[config.mk]
export PLATFORM = sky130hd
export DESIGN_NAME = stream_output_arbiter_flat
export DESIGN_NICKNAME = d
export VERILOG_FILES = /design/src/rtl/stream_output_arbiter_if.sv /design/src/rtl/stream_output_arbiter.sv /design/src/flat_wrapper.sv
export SDC_FILE = /design/constraint.sdc
export NUM_CORES = 1
export LEC_CHECK = 0
export CAP_MARGIN = 20
export CORE_UTILIZATION = 56
export DETAILED_ROUTE_END_ITERATION = 7
export DONT_BUFFER_PORTS = 1
export PLACE_DENSITY = 0.8
export SLEW_MARGIN = 20
export SYNTH_ARGS = -nofsm -noshare
export SYNTH_HDL_FRONTEND = slang
export SYNTH_SLANG_ARGS = --single-unit
[constraint.sdc]
create_clock -name CLK -period 1.8 [get_ports CLK]
set_clock_uncertainty 0.1 [all_clocks]
set_input_delay 0.36 -clock CLK [delete_from_list [all_inputs] [get_ports CLK]]
set_output_delay 0.36 -clock CLK [all_outputs]
set_load 0.02 [all_outputs]
[src/rtl/stream_output_arbiter_if.sv]
// Bus bundle for stream_output_arbiter: two requester streams with
// STOP_PIPELINE backpressure and one AXI-Stream master output.
//   master : arbiter side (drives STOP_PIPELINE_x and M_AXIS_T*)
//   slave  : environment side (drives DATA_IN_x, DATA_IN_VALID_x, M_AXIS_TREADY)
// With ARB_STATS_EN defined the per-source packet counters PKT_CNT_0/1 are added.
interface stream_output_arbiter_if #(
    parameter int unsigned DATA_WIDTH = 32,
    parameter int unsigned CNT_WIDTH  = 16
);
    logic [DATA_WIDTH-1:0] DATA_IN_0;
    logic                  DATA_IN_VALID_0;
    logic                  STOP_PIPELINE_0;
    logic [DATA_WIDTH-1:0] DATA_IN_1;
    logic                  DATA_IN_VALID_1;
    logic                  STOP_PIPELINE_1;
    logic [DATA_WIDTH-1:0] M_AXIS_TDATA;
    logic                  M_AXIS_TVALID;
    logic                  M_AXIS_TLAST;
    logic                  M_AXIS_TUSER;
    logic                  M_AXIS_TREADY;
`ifdef ARB_STATS_EN
    logic [CNT_WIDTH-1:0]  PKT_CNT_0;
    logic [CNT_WIDTH-1:0]  PKT_CNT_1;
`endif

    modport master (
        input  DATA_IN_0, DATA_IN_VALID_0, DATA_IN_1, DATA_IN_VALID_1, M_AXIS_TREADY,
        output STOP_PIPELINE_0, STOP_PIPELINE_1,
        output M_AXIS_TDATA, M_AXIS_TVALID, M_AXIS_TLAST, M_AXIS_TUSER
`ifdef ARB_STATS_EN
        , output PKT_CNT_0, PKT_CNT_1
`endif
    );

    modport slave (
        output DATA_IN_0, DATA_IN_VALID_0, DATA_IN_1, DATA_IN_VALID_1, M_AXIS_TREADY,
        input  STOP_PIPELINE_0, STOP_PIPELINE_1,
        input  M_AXIS_TDATA, M_AXIS_TVALID, M_AXIS_TLAST, M_AXIS_TUSER
`ifdef ARB_STATS_EN
        , input PKT_CNT_0, PKT_CNT_1
`endif
    );
endinterface

[src/rtl/stream_output_arbiter.sv]
// Packet-granular round-robin arbiter: two requester streams share one
// AXI-Stream output. A grant lasts exactly PACKET_LEN accepted words, the last
// word carries TLAST, TUSER carries the source id, then one IDLE cycle follows.
// Ports:
//   CLK, RESET : clock, synchronous active-high reset
//   bus        : stream_output_arbiter_if.master (requester inputs, STOP_PIPELINE_x,
//                M_AXIS_T* output register, optional PKT_CNT_x)
// Optional feature macro: ARB_STATS_EN (per-source completed packet counters).
module stream_output_arbiter #(
    parameter int unsigned DATA_WIDTH = 32,
    parameter int unsigned PACKET_LEN = 100,
    parameter int unsigned CNT_WIDTH  = 16
) (
    input  logic                    CLK,
    input  logic                    RESET,
    stream_output_arbiter_if.master bus
);
    localparam logic [CNT_WIDTH-1:0] LAST_IDX = CNT_WIDTH'(PACKET_LEN - 1);

    typedef enum logic [1:0] {IDLE, GRANT0, GRANT1} state_t;

    state_t                state_q, state_d;
    logic                  prio_q, prio_d;
    logic [CNT_WIDTH-1:0]  wcnt_q, wcnt_d;
    logic [DATA_WIDTH-1:0] tdata_q, tdata_d;
    logic                  tuser_q, tuser_d;
    logic                  tlast_q, tlast_d;
    logic                  tvalid_q, tvalid_d;

    logic out_free_c;
    logic acc0_c, acc1_c, acc_c, last_c;

    // Output register can take a word when empty or being drained this cycle.
    assign out_free_c = !tvalid_q || bus.M_AXIS_TREADY;
    assign acc0_c     = (state_q == GRANT0) && bus.DATA_IN_VALID_0 && out_free_c;
    assign acc1_c     = (state_q == GRANT1) && bus.DATA_IN_VALID_1 && out_free_c;
    assign acc_c      = acc0_c || acc1_c;
    assign last_c     = (wcnt_q == LAST_IDX);

    // Next-state, arbitration and output-register load.
    always_comb begin
        state_d  = state_q;
        prio_d   = prio_q;
        wcnt_d   = wcnt_q;
        tdata_d  = tdata_q;
        tuser_d  = tuser_q;
        tlast_d  = tlast_q;
        tvalid_d = tvalid_q;

        case (state_q)
            IDLE: begin
                if (bus.DATA_IN_VALID_0 && bus.DATA_IN_VALID_1)
                    state_d = prio_q ? GRANT1 : GRANT0;
                else if (bus.DATA_IN_VALID_0)
                    state_d = GRANT0;
                else if (bus.DATA_IN_VALID_1)
                    state_d = GRANT1;
            end
            GRANT0: begin
                if (acc0_c && last_c) begin
                    state_d = IDLE;
                    prio_d  = 1'b1;
                end
            end
            GRANT1: begin
                if (acc1_c && last_c) begin
                    state_d = IDLE;
                    prio_d  = 1'b0;
                end
            end
            default: state_d = IDLE;
        endcase

        if (acc_c) begin
            tdata_d  = acc1_c ? bus.DATA_IN_1 : bus.DATA_IN_0;
            tuser_d  = acc1_c;
            tlast_d  = last_c;
            tvalid_d = 1'b1;
            wcnt_d   = last_c ? '0 : wcnt_q + CNT_WIDTH'(1);
        end else if (tvalid_q && bus.M_AXIS_TREADY) begin
            tvalid_d = 1'b0;
        end
    end

    always_ff @(posedge CLK) begin
        if (RESET) begin
            state_q  <= IDLE;
            prio_q   <= 1'b0;
            wcnt_q   <= '0;
            tdata_q  <= '0;
            tuser_q  <= 1'b0;
            tlast_q  <= 1'b0;
            tvalid_q <= 1'b0;
        end else begin
            state_q  <= state_d;
            prio_q   <= prio_d;
            wcnt_q   <= wcnt_d;
            tdata_q  <= tdata_d;
            tuser_q  <= tuser_d;
            tlast_q  <= tlast_d;
            tvalid_q <= tvalid_d;
        end
    end

    // Backpressure is combinational so the requester sees it in the same cycle.
    assign bus.STOP_PIPELINE_0 = !((state_q == GRANT0) && out_free_c);
    assign bus.STOP_PIPELINE_1 = !((state_q == GRANT1) && out_free_c);

    assign bus.M_AXIS_TDATA  = tdata_q;
    assign bus.M_AXIS_TUSER  = tuser_q;
    assign bus.M_AXIS_TLAST  = tlast_q;
    assign bus.M_AXIS_TVALID = tvalid_q;

`ifdef ARB_STATS_EN
    logic [CNT_WIDTH-1:0] pkt_cnt0_q, pkt_cnt1_q;

    // Count a packet when its TLAST word enters the output register.
    always_ff @(posedge CLK) begin
        if (RESET) begin
            pkt_cnt0_q <= '0;
            pkt_cnt1_q <= '0;
        end else begin
            if (acc0_c && last_c) pkt_cnt0_q <= pkt_cnt0_q + CNT_WIDTH'(1);
            if (acc1_c && last_c) pkt_cnt1_q <= pkt_cnt1_q + CNT_WIDTH'(1);
        end
    end

    assign bus.PKT_CNT_0 = pkt_cnt0_q;
    assign bus.PKT_CNT_1 = pkt_cnt1_q;
`else
    // Statistics counters are not built.
`endif
endmodule

[src/flat_wrapper.sv]
// flat-port wrapper written by rule: the top's interface ports become plain ports
module stream_output_arbiter_flat 
#(
    parameter int unsigned DATA_WIDTH = 32,
    parameter int unsigned PACKET_LEN = 100,
    parameter int unsigned CNT_WIDTH  = 16
)
  (CLK, RESET, bus_DATA_IN_0, bus_DATA_IN_VALID_0, bus_DATA_IN_1, bus_DATA_IN_VALID_1, bus_M_AXIS_TREADY, bus_STOP_PIPELINE_0, bus_STOP_PIPELINE_1, bus_M_AXIS_TDATA, bus_M_AXIS_TVALID, bus_M_AXIS_TLAST, bus_M_AXIS_TUSER);
  stream_output_arbiter_if #(.DATA_WIDTH(DATA_WIDTH), .CNT_WIDTH(CNT_WIDTH)) bus_i ();
  input  logic CLK;
  input  logic RESET;
  input wire logic [$bits(bus_i.DATA_IN_0)-1:0] bus_DATA_IN_0;
  input wire logic [$bits(bus_i.DATA_IN_VALID_0)-1:0] bus_DATA_IN_VALID_0;
  input wire logic [$bits(bus_i.DATA_IN_1)-1:0] bus_DATA_IN_1;
  input wire logic [$bits(bus_i.DATA_IN_VALID_1)-1:0] bus_DATA_IN_VALID_1;
  input wire logic [$bits(bus_i.M_AXIS_TREADY)-1:0] bus_M_AXIS_TREADY;
  output wire logic [$bits(bus_i.STOP_PIPELINE_0)-1:0] bus_STOP_PIPELINE_0;
  output wire logic [$bits(bus_i.STOP_PIPELINE_1)-1:0] bus_STOP_PIPELINE_1;
  output wire logic [$bits(bus_i.M_AXIS_TDATA)-1:0] bus_M_AXIS_TDATA;
  output wire logic [$bits(bus_i.M_AXIS_TVALID)-1:0] bus_M_AXIS_TVALID;
  output wire logic [$bits(bus_i.M_AXIS_TLAST)-1:0] bus_M_AXIS_TLAST;
  output wire logic [$bits(bus_i.M_AXIS_TUSER)-1:0] bus_M_AXIS_TUSER;
  assign bus_i.DATA_IN_0 = bus_DATA_IN_0;
  assign bus_i.DATA_IN_VALID_0 = bus_DATA_IN_VALID_0;
  assign bus_i.DATA_IN_1 = bus_DATA_IN_1;
  assign bus_i.DATA_IN_VALID_1 = bus_DATA_IN_VALID_1;
  assign bus_i.M_AXIS_TREADY = bus_M_AXIS_TREADY;
  assign bus_STOP_PIPELINE_0 = bus_i.STOP_PIPELINE_0;
  assign bus_STOP_PIPELINE_1 = bus_i.STOP_PIPELINE_1;
  assign bus_M_AXIS_TDATA = bus_i.M_AXIS_TDATA;
  assign bus_M_AXIS_TVALID = bus_i.M_AXIS_TVALID;
  assign bus_M_AXIS_TLAST = bus_i.M_AXIS_TLAST;
  assign bus_M_AXIS_TUSER = bus_i.M_AXIS_TUSER;
  stream_output_arbiter #(.DATA_WIDTH(DATA_WIDTH), .PACKET_LEN(PACKET_LEN), .CNT_WIDTH(CNT_WIDTH)) u_core (.CLK(CLK), .RESET(RESET), .bus(bus_i));
endmodule
==> qor_table.md, run 1 <==
| Metric | Value | Unit |
|---|---|---|
| P_leak | 0.9561 | nW |
| First-pass DRT Iterations | 4 | - |
| Critical path type | flip-flop to flip-flop | - |
| Number of H-tree levels | 2 | - |
| Root buffer cell | clkbuf_8 | - |
| Cell area after placement | 0.002587 | sq mm |
| Fraction of synthesized cell area taken by the top area cell type | 0.4377 | - |
| Worst setup slack before clock tree synthesis | 0.02641 | ns |
| Via count of the first global-routing pass | 1883 | - |
| Delay of the slowest cell on the worst path | 0.38 | ns |
| Placed cells | 352 | - |
| Total number of vias | 2182 | - |
| Cell-by-cell listing of the critical path | nor4_2 -> nand4_1 -> o21ai_2 -> buf_4 -> a41o_1 -> nor2_1 | - |
| EDFF count, synth | 0 | - |
| Latest clock arrival within the worst-skew pair | 0.31 | ns |
| Number of pins exceeding their max-slew limit in the final report | 0 | - |
| Result of the run | completed | - |
| Total count of hold-check failures in the final report | 0 | - |
| Max-slew headroom at the worst pin | 0.7610 | - |
| Layout Utilization | 0.6765 | - |
| Number of buffers created by CTS | 5 | - |
| Power per cell area | 1258 | mW/mm^2 |
| CP max stage cell | dfxtp_1 | - |
| Finished Layout Cells | 362 | - |
| Actual slew at the worst max-slew pin | 0.3578 | ns |
| TritonCTS sink count | 54 | - |
| Worst setup slack after layout | 0.05750 | ns |
| Gate count of the mapped netlist | 307 | - |
| Full die area | 0.004680 | sq mm |
| Pin count of the biggest net entering global routing | 42 | - |
| # DRC | 0 | - |
| Worst setup EP type | flip-flop | - |
| Final instance area | 0.002784 | sq mm |
| Area grow syn2layout | 12.72 | % |
| Worst IR drop on VDD | 0.6897 | mV |
| TritonCTS clock tree | built | - |
| Fmax | 573.9 | MHz |
| Port bufs | 0 | - |
| CTS clock-pin slew for the worst setup and hold paths | 0.09 | ns |
| Setup TNS Final | 0 | ns |
| Type of origin of the critical path | flip-flop | - |
| First-pass GRT wire length | 8.273 | mm |
| Average wire length per cell after detail routing | 16.14 | microns |
| Avg Vias per Cell | 6.028 | - |
| Register area share after synthesis | 0.4377 | - |
| Initial antenna violation count | 0 | - |
| Die Wd | 68.41 | microns |
| Count of routing violations after the opening detailed-route iteration | 149 | - |
| Cell type contributing the most total cell area after synthesis | dfxtp_1 | - |
| Post-detailed-placement half-perimeter wirelength | 3.892 | mm |
| Syn avg cell area | 8.045 | sq um |
| Type of the most critical hold path | input port to flip-flop | - |
| Data required time at the worst endpoint | 1.90 | ns |
| Final wirelength | 5.843 | mm |
| Number of warnings reported in the yosys synthesis log | 0 | - |
| Ranking of synthesized cells by instance count | nand2_1 (76), dfxtp_1 (54), nor2_1 (52), a311oi_1 (32), clkbuf_1 (13) | - |
| Final Wtd Congestion | 0.8972 | - |
| Antenna Cells | 0 | - |
| Number of register bits inferred by synthesis | 54 | - |
| Fraction of final layout cells with drive strength greater than 1 | 0.1635 | - |
| I/O pin total | 106 | - |
| Max Cap Violations | 0 | - |
| GRT Overall Usage | 0.2429 | - |
| Primary FF master, synth | dfxtp_1 | - |
| Maximum net fanout on the critical path | 4 | - |
| Final-layout fill cell count | 315 | - |
| Top-count cell post-synth | nand2_1 | - |
| Number of placement rows | 23 | - |
| Vertical extent of the die | 68.41 | microns |
| Worst endpoint data arrival time | 1.84 | ns |
| Cell area after synthesis | 0.002470 | sq mm |
| Number of buffers between clock root and the deepest sink | 2 | - |
| Proportion of register bits with asynchronous set or reset after synthesis | 0 | - |
| Total global routing overflow | 0 | - |
| Core region area | 0.004115 | sq mm |
| Final Cycle Share | 0.9681 | - |
| Unrepaired setup endpoints after global routing | yes | - |
| Ranking of synthesized cells by area | dfxtp_1 (44%), nand2_1 (12%), a311oi_1 (11%) | - |
| Net count after synthesis | 380 | - |
| Count of different cell masters after synthesis | 35 | - |
| Setup-failing EPs final | 0 | - |
| NumNets Final | 385 | - |
| Effective utilization at floorplan | 0.6002 | - |
| Time the final worst path needs with I/O delays and setup | 1.742 | ns |
| Remaining antenna violation count after routing | 0 | - |
worst paths after layout:
path	from	endpoint	slack (ns)	cells past startpoint
setup / recovery	u_core.wcnt_q[3]$_SDFFE_PP0P_	u_core.prio_q$_SDFFE_PP0P_	0.06	6
hold / removal	RESET	u_core.wcnt_q[1]$_SDFFE_PP0P_	0.02	1
setup reg to reg	u_core.wcnt_q[3]$_SDFFE_PP0P_	u_core.prio_q$_SDFFE_PP0P_	0.06	6
hold reg to reg	u_core.prio_q$_SDFFE_PP0P_	u_core.prio_q$_SDFFE_PP0P_	0.40	2
routing by layer:
layer,vias up,part of all wire,track usage
li1,1062,-,-
met1,1011,0.42,0.3050
met2,99,0.49,0.3652
met3,10,0.073,0.07833
met4,0,0.015,0.1328
met5,-,0,0
registers in the layout, summed over array words and instances, names as in the netlist:
register / cells
u_core.bus.M_AXIS_TLAST: 1
u_core.state_q: 2
u_core.wcnt_q: 16
u_core.bus.M_AXIS_TVALID: 1
u_core.bus.M_AXIS_TDATA: 32
u_core.bus.M_AXIS_TUSER: 1
u_core.prio_q: 1
timing repair:
| item | 4_1_cts | 5_1_grt |
|---|---|---|
| cloned | 0 | 2 |
| hold buffers | 0 | 1 |
| endpoints found under the setup margin | 1 | 36 |
| gates resized for setup | 1 | 26 |
| setup buffers | 0 | 0 |
| pin swaps | 0 | 5 |
| hold endpoints to repair | 0 | 3 |
metrics by stage:
stage,power [mW],hold slack [ns]
after floorplan,2.523,0.3492
after global placement,2.754,0.3362
after detailed placement,2.793,0.3393
after CTS,3.422,0.004792
after global routing,3.693,0.006082
final,3.502,0.01772
cells by family after synthesis:
| family | Yosys count | share of synthesized area |
|---|---|---|
| AOI/OAI and AO/OA | 42 | 0.1408 |
| xor gates and xnor gates | 15 | 0.05319 |
| adders and majority gates | 4 | 0.02026 |
| buffers and inverters | 26 | 0.04356 |
| DFF | 54 | 0.4377 |
| muxes | 2 | 0.008106 |
| and+or+nand+nor | 164 | 0.2964 |
critical path: cells and delay by family, from the launching register on:
family                 cells  cell delay (ns)
flip-flops                 1             0.38
buffers and inverters      1             0.13
AO/OA/AOI/OAI              2             0.39
AND/OR/NAND/NOR            3             0.63
layout make-up:
cell class | instances | area, sq um | share of cell area
Clock buffer | 6 | 72.57 | 0.02607
Clock inverter | 1 | 7.507 | 0.002697
Inverter | 4 | 15.01 | 0.005393
Multi-Input combinational cell | 228 | 1368 | 0.4912
Sequential cell | 54 | 1086 | 0.3901
Tap cell | 50 | 62.56 | 0.02247
Timing Repair Buffer | 19 | 172.7 | 0.06202
power breakdown:
part / switching, mW / internal [mW] / total (mW)
sequential: 0.415 / 1.44 / 1.86
combinational: 0.569 / 0.433 / 1.00
clock: 0.374 / 0.268 / 0.642
total: 1.36 / 2.14 / 3.50
cell usage in the layout, fill, tap and decap left out, drive strengths merged:
| cell type | netlist | layout |
|---|---|---|
| inv | 4 | 4 |
| clkbuf | 14 | 6 |
| nand3 | 9 | 9 |
| a31oi | 1 | 1 |
| a22oi | 1 | 1 |
| nor3 | 5 | 5 |
| nor4 | 3 | 3 |
| nor2b | 2 | 2 |
| and4bb | 1 | 1 |
| or3b | 1 | 1 |
| dfxtp | 54 | 54 |
| or2 | 1 | 2 |
| a311oi | 32 | 32 |
| xnor2 | 9 | 9 |
| nand2b | 3 | 3 |
| dlygate4sd3 | 0 | 1 |
| nor2 | 53 | 53 |
| nand2 | 76 | 76 |
| a22o | 1 | 1 |
| buf | 8 | 18 |
| and4 | 1 | 1 |
| a21oi | 4 | 4 |
| a41o | 1 | 1 |
| ha | 4 | 4 |
| mux2i | 2 | 2 |
| clkinvlp | 0 | 1 |
| and3 | 2 | 2 |
| nand4 | 6 | 6 |
| nor3b | 1 | 1 |
| o21ai | 2 | 2 |
| xor2 | 6 | 6 |
(Power assumes the default switching activity.)
==> inputs of run 2 (changes only) <==
Settings changed: CELL_PAD_IN_SITES_DETAIL_PLACEMENT set to 1, CELL_PAD_IN_SITES_GLOBAL_PLACEMENT set to 2, CORE_UTILIZATION 56 to 30, PLACE_DENSITY 0.8 to 0.79.
==> run 2 against run 1 <==
  * The flow now finishes with violations (setup timing)
  * Count of clock-buffer cells in the layout stayed put
  * Via count is 3.7% higher
  * Sequential share of layout area is 2.7 points lower
  * First-iteration DRC count is 45% lower
  * Register-to-register slack worse by 0.08 ns
  * Combinational power is 7% higher
  * Critical path depth is 2 higher
  * Final cell count is 17% higher
  * Sequential power hardly changed
  * Fmax is 4.5% lower
  * Power is 4.1% higher
  * Die area is 84% higher
  * Largest cell class unchanged
==> qor_table.md, run 2 (same netlist as run 1, synthesis figures left out) <==
| Metric | Value | Unit |
|---|---|---|
| Placed cells | 409 | - |
| Hold path cells | 1 | - |
| Total count of hold-check failures in the final report | 0 | - |
| Clock power share | 0.197 | - |
| Count of routing violations after the opening detailed-route iteration | 82 | - |
| Die Wd | 92.74 | microns |
| Effective utilization at floorplan | 0.3147 | - |
| Finished Layout Cells | 425 | - |
| Critical path type | flip-flop to flip-flop | - |
| First-pass DRT Iterations | 4 | - |
| Fraction of final layout cells with drive strength greater than 1 | 0.1858 | - |
| Failing checks | setup timing | - |
| P_leak | 1.036 | nW |
| Delay of the slowest cell on the worst path | 0.34 | ns |
| Remaining antenna violation count after routing | 0 | - |
| Origin of the critical flop-to-flop path | u_core.state_q[1]$_SDFFE_PP0P_ | - |
| Top library cells by usage in the layout, fill and taps aside | nand2_1 (75), nor2_1 (51), dfxtp_1 (48) | - |
| Switching share of power | 0.3909 | - |
| Setup slack of the worst register-to-register path | -0.02 | ns |
| Total global routing overflow | 0 | - |
| Worst endpoint data arrival time | 1.92 | ns |
| NumNets Final | 395 | - |
| # DRC | 0 | - |
| Setup-failing EPs final | 1 | - |
| CTS clock-pin slew for the worst setup and hold paths | 0.10 | ns |
| Power per cell area | 1218 | mW/mm^2 |
| Total number of vias | 2262 | - |
| Type of origin of the critical path | flip-flop | - |
| Path length in cells of the critical path | 8 | - |
| Worst setup slack after layout | -0.02405 | ns |
| Final Wtd Congestion | 0.7707 | - |
| Latest clock arrival within the worst-skew pair | 0.31 | ns |
| Unrepaired setup endpoints after global routing | yes | - |
| Core region area | 0.007848 | sq mm |
| Cell-by-cell listing of the critical path | inv_1 -> ha_2 -> a22o_1 -> nand4_1 -> buf_4 -> nor3_1 -> xnor2_1 -> nor2_1 | - |
| Cell depth of the worst flop-to-flop path | 8 | - |
| Avg Vias per Cell | 5.322 | - |
| Maximum net fanout on the critical path | 5 | - |
| TritonCTS sink count | 54 | - |
| Area grow syn2layout | 21.23 | % |
| Worst setup EP type | flip-flop | - |
| Sw power | 1.426 | mW |
| Worst hold path startpoint | RESET | - |
| Type of the most critical hold path | input port to flip-flop | - |
| Proportion of power drawn by combinational gates | 0.293 | - |
| CP max stage cell | dfxtp_2 | - |
| Max Cap Violations | 0 | - |
| Combined buffer and inverter count along the critical path | 2 | - |
| Final wirelength | 7.625 | mm |
| Pin count of the biggest net entering global routing | 66 | - |
| Actual slew at the worst max-slew pin | 0.5906 | ns |
| I/O pin total | 106 | - |
| Result of the run | finished, violations left | - |
| Vertical extent of the die | 92.74 | microns |
| Total power after layout | 3.647 | mW |
| Reg-to-Reg End | u_core.wcnt_q[14]$_SDFFE_PP0P_ | - |
| Root buffer cell | clkbuf_8 | - |
| Time the final worst path needs with I/O delays and setup | 1.824 | ns |
| Most common cell after layout, fill and taps aside | nand2_1 | - |
| Port bufs | 0 | - |
| Worst setup slack before clock tree synthesis | -0.002226 | ns |
| Post-detailed-placement half-perimeter wirelength | 4.581 | mm |
| Number of buffers created by CTS | 5 | - |
| Fmax | 548.2 | MHz |
| Worst IR drop on VDD | 0.4573 | mV |
| Number of H-tree levels | 2 | - |
| Final-layout fill cell count | 957 | - |
| CP startpoint | u_core.state_q[1]$_SDFFE_PP0P_ | - |
| Initial antenna violation count | 0 | - |
| Final Cycle Share | 1.013 | - |
| First-pass GRT wire length | 11.32 | mm |
| Full die area | 0.008600 | sq mm |
| Crit path max-delay family | simple AND/OR/NAND/NOR gates | - |
| Number of flip-flops under the largest register name | 32 | - |
| Internal cell power | 2.221 | mW |
| GRT Overall Usage | 0.1676 | - |
| Number of buffers between clock root and the deepest sink | 2 | - |
| Via count of the first global-routing pass | 2350 | - |
| TritonCTS clock tree | built | - |
| Antenna Cells | 0 | - |
| Max-slew headroom at the worst pin | 0.6050 | - |
| Critical Path End | u_core.wcnt_q[14]$_SDFFE_PP0P_ | - |
| Data required time at the worst endpoint | 1.90 | ns |
| Register share of total power | 0.510 | - |
| Number of placement rows | 32 | - |
| Number of pins exceeding their max-slew limit in the final report | 0 | - |
| Average wire length per cell after detail routing | 17.94 | microns |
-- run 2: worst min path at each step --
stage	endpoint	slack, ns
finish	u_core.bus.M_AXIS_TDATA[25]$_SDFFE_PP0P_	0.02
global route	u_core.bus.M_AXIS_TDATA[25]$_SDFFE_PP0P_	-0.001
CTS	u_core.bus.M_AXIS_TDATA[2]$_SDFFE_PP0P_	0.0006
detailed placement	u_core.bus.M_AXIS_TVALID$_SDFFE_PP0P_	0.34
global placement	u_core.bus.M_AXIS_TVALID$_SDFFE_PP0P_	0.34
floorplan	u_core.wcnt_q[1]$_SDFFE_PP0P_	0.35
-- run 2: layout make-up --
| type | count | area [sq um] | share of cell area |
|---|---|---|---|
| well taps | 102 | 127.6 | 0.04262 |
| clock buffers | 6 | 82.58 | 0.02758 |
| inverters | 4 | 15.01 | 0.005015 |
| repair buffers | 30 | 322.8 | 0.1078 |
| multi-input cells | 227 | 1345 | 0.4492 |
| clock inverters | 2 | 12.51 | 0.004179 |
| flip-flops and latches | 54 | 1089 | 0.3636 |
-- run 2: metal layers --
metal  up-vias  part of all wire  track usage
li1       1084                 -            -
met1      1091              0.43       0.1996
met2        71              0.48       0.2895
met3        16             0.062      0.04351
met4         0             0.025      0.06026
met5         -                 0            0
-- run 2: repair_timing --
item,in CTS,in global routing
setup buffers,0,1
hold buffers,4,1
pin swaps,0,3
resized for setup,2,19
setup endpoints to repair,4,38
gates cloned,0,2
hold endpoints to repair,5,9
-- run 2: worst register-to-register path, stage by stage (launching register included) --
cell	delay, ns
dfxtp_2	0.34
inv_1	0.08
ha_2	0.22
a22o_1	0.18
nand4_1	0.12
buf_4	0.19
nor3_1	0.22
xnor2_1	0.19
nor2_1	0.08
-- run 2: power by group through the flow --
stage / sequential, mW / combinational, mW / clock, mW
floorplan: 1.84 / 0.687 / 0
global placement: 1.88 / 0.943 / 0
detailed placement: 1.88 / 0.985 / 0
global route: 1.89 / 1.20 / 0.821
CTS: 1.86 / 1.01 / 0.758
finish: 1.86 / 1.07 / 0.720
-- run 2: metrics by stage --
| step | utilization | hold slack (ns) | TNS [ns] | cell area [sq um] |
|---|---|---|---|---|
| final | 0.3815 | 0.01860 | -0.02405 | 2994 |
| after floorplan | - | 0.3492 | 0 | 2472 |
| after global routing | 0.3815 | -0.001466 | -0.8758 | 2994 |
| after detailed placement | 0.3476 | 0.3395 | -0.002226 | 2728 |
| after global placement | 0.3476 | 0.3367 | 0 | 2728 |
| after CTS | 0.3656 | 0.0006477 | 0 | 2869 |
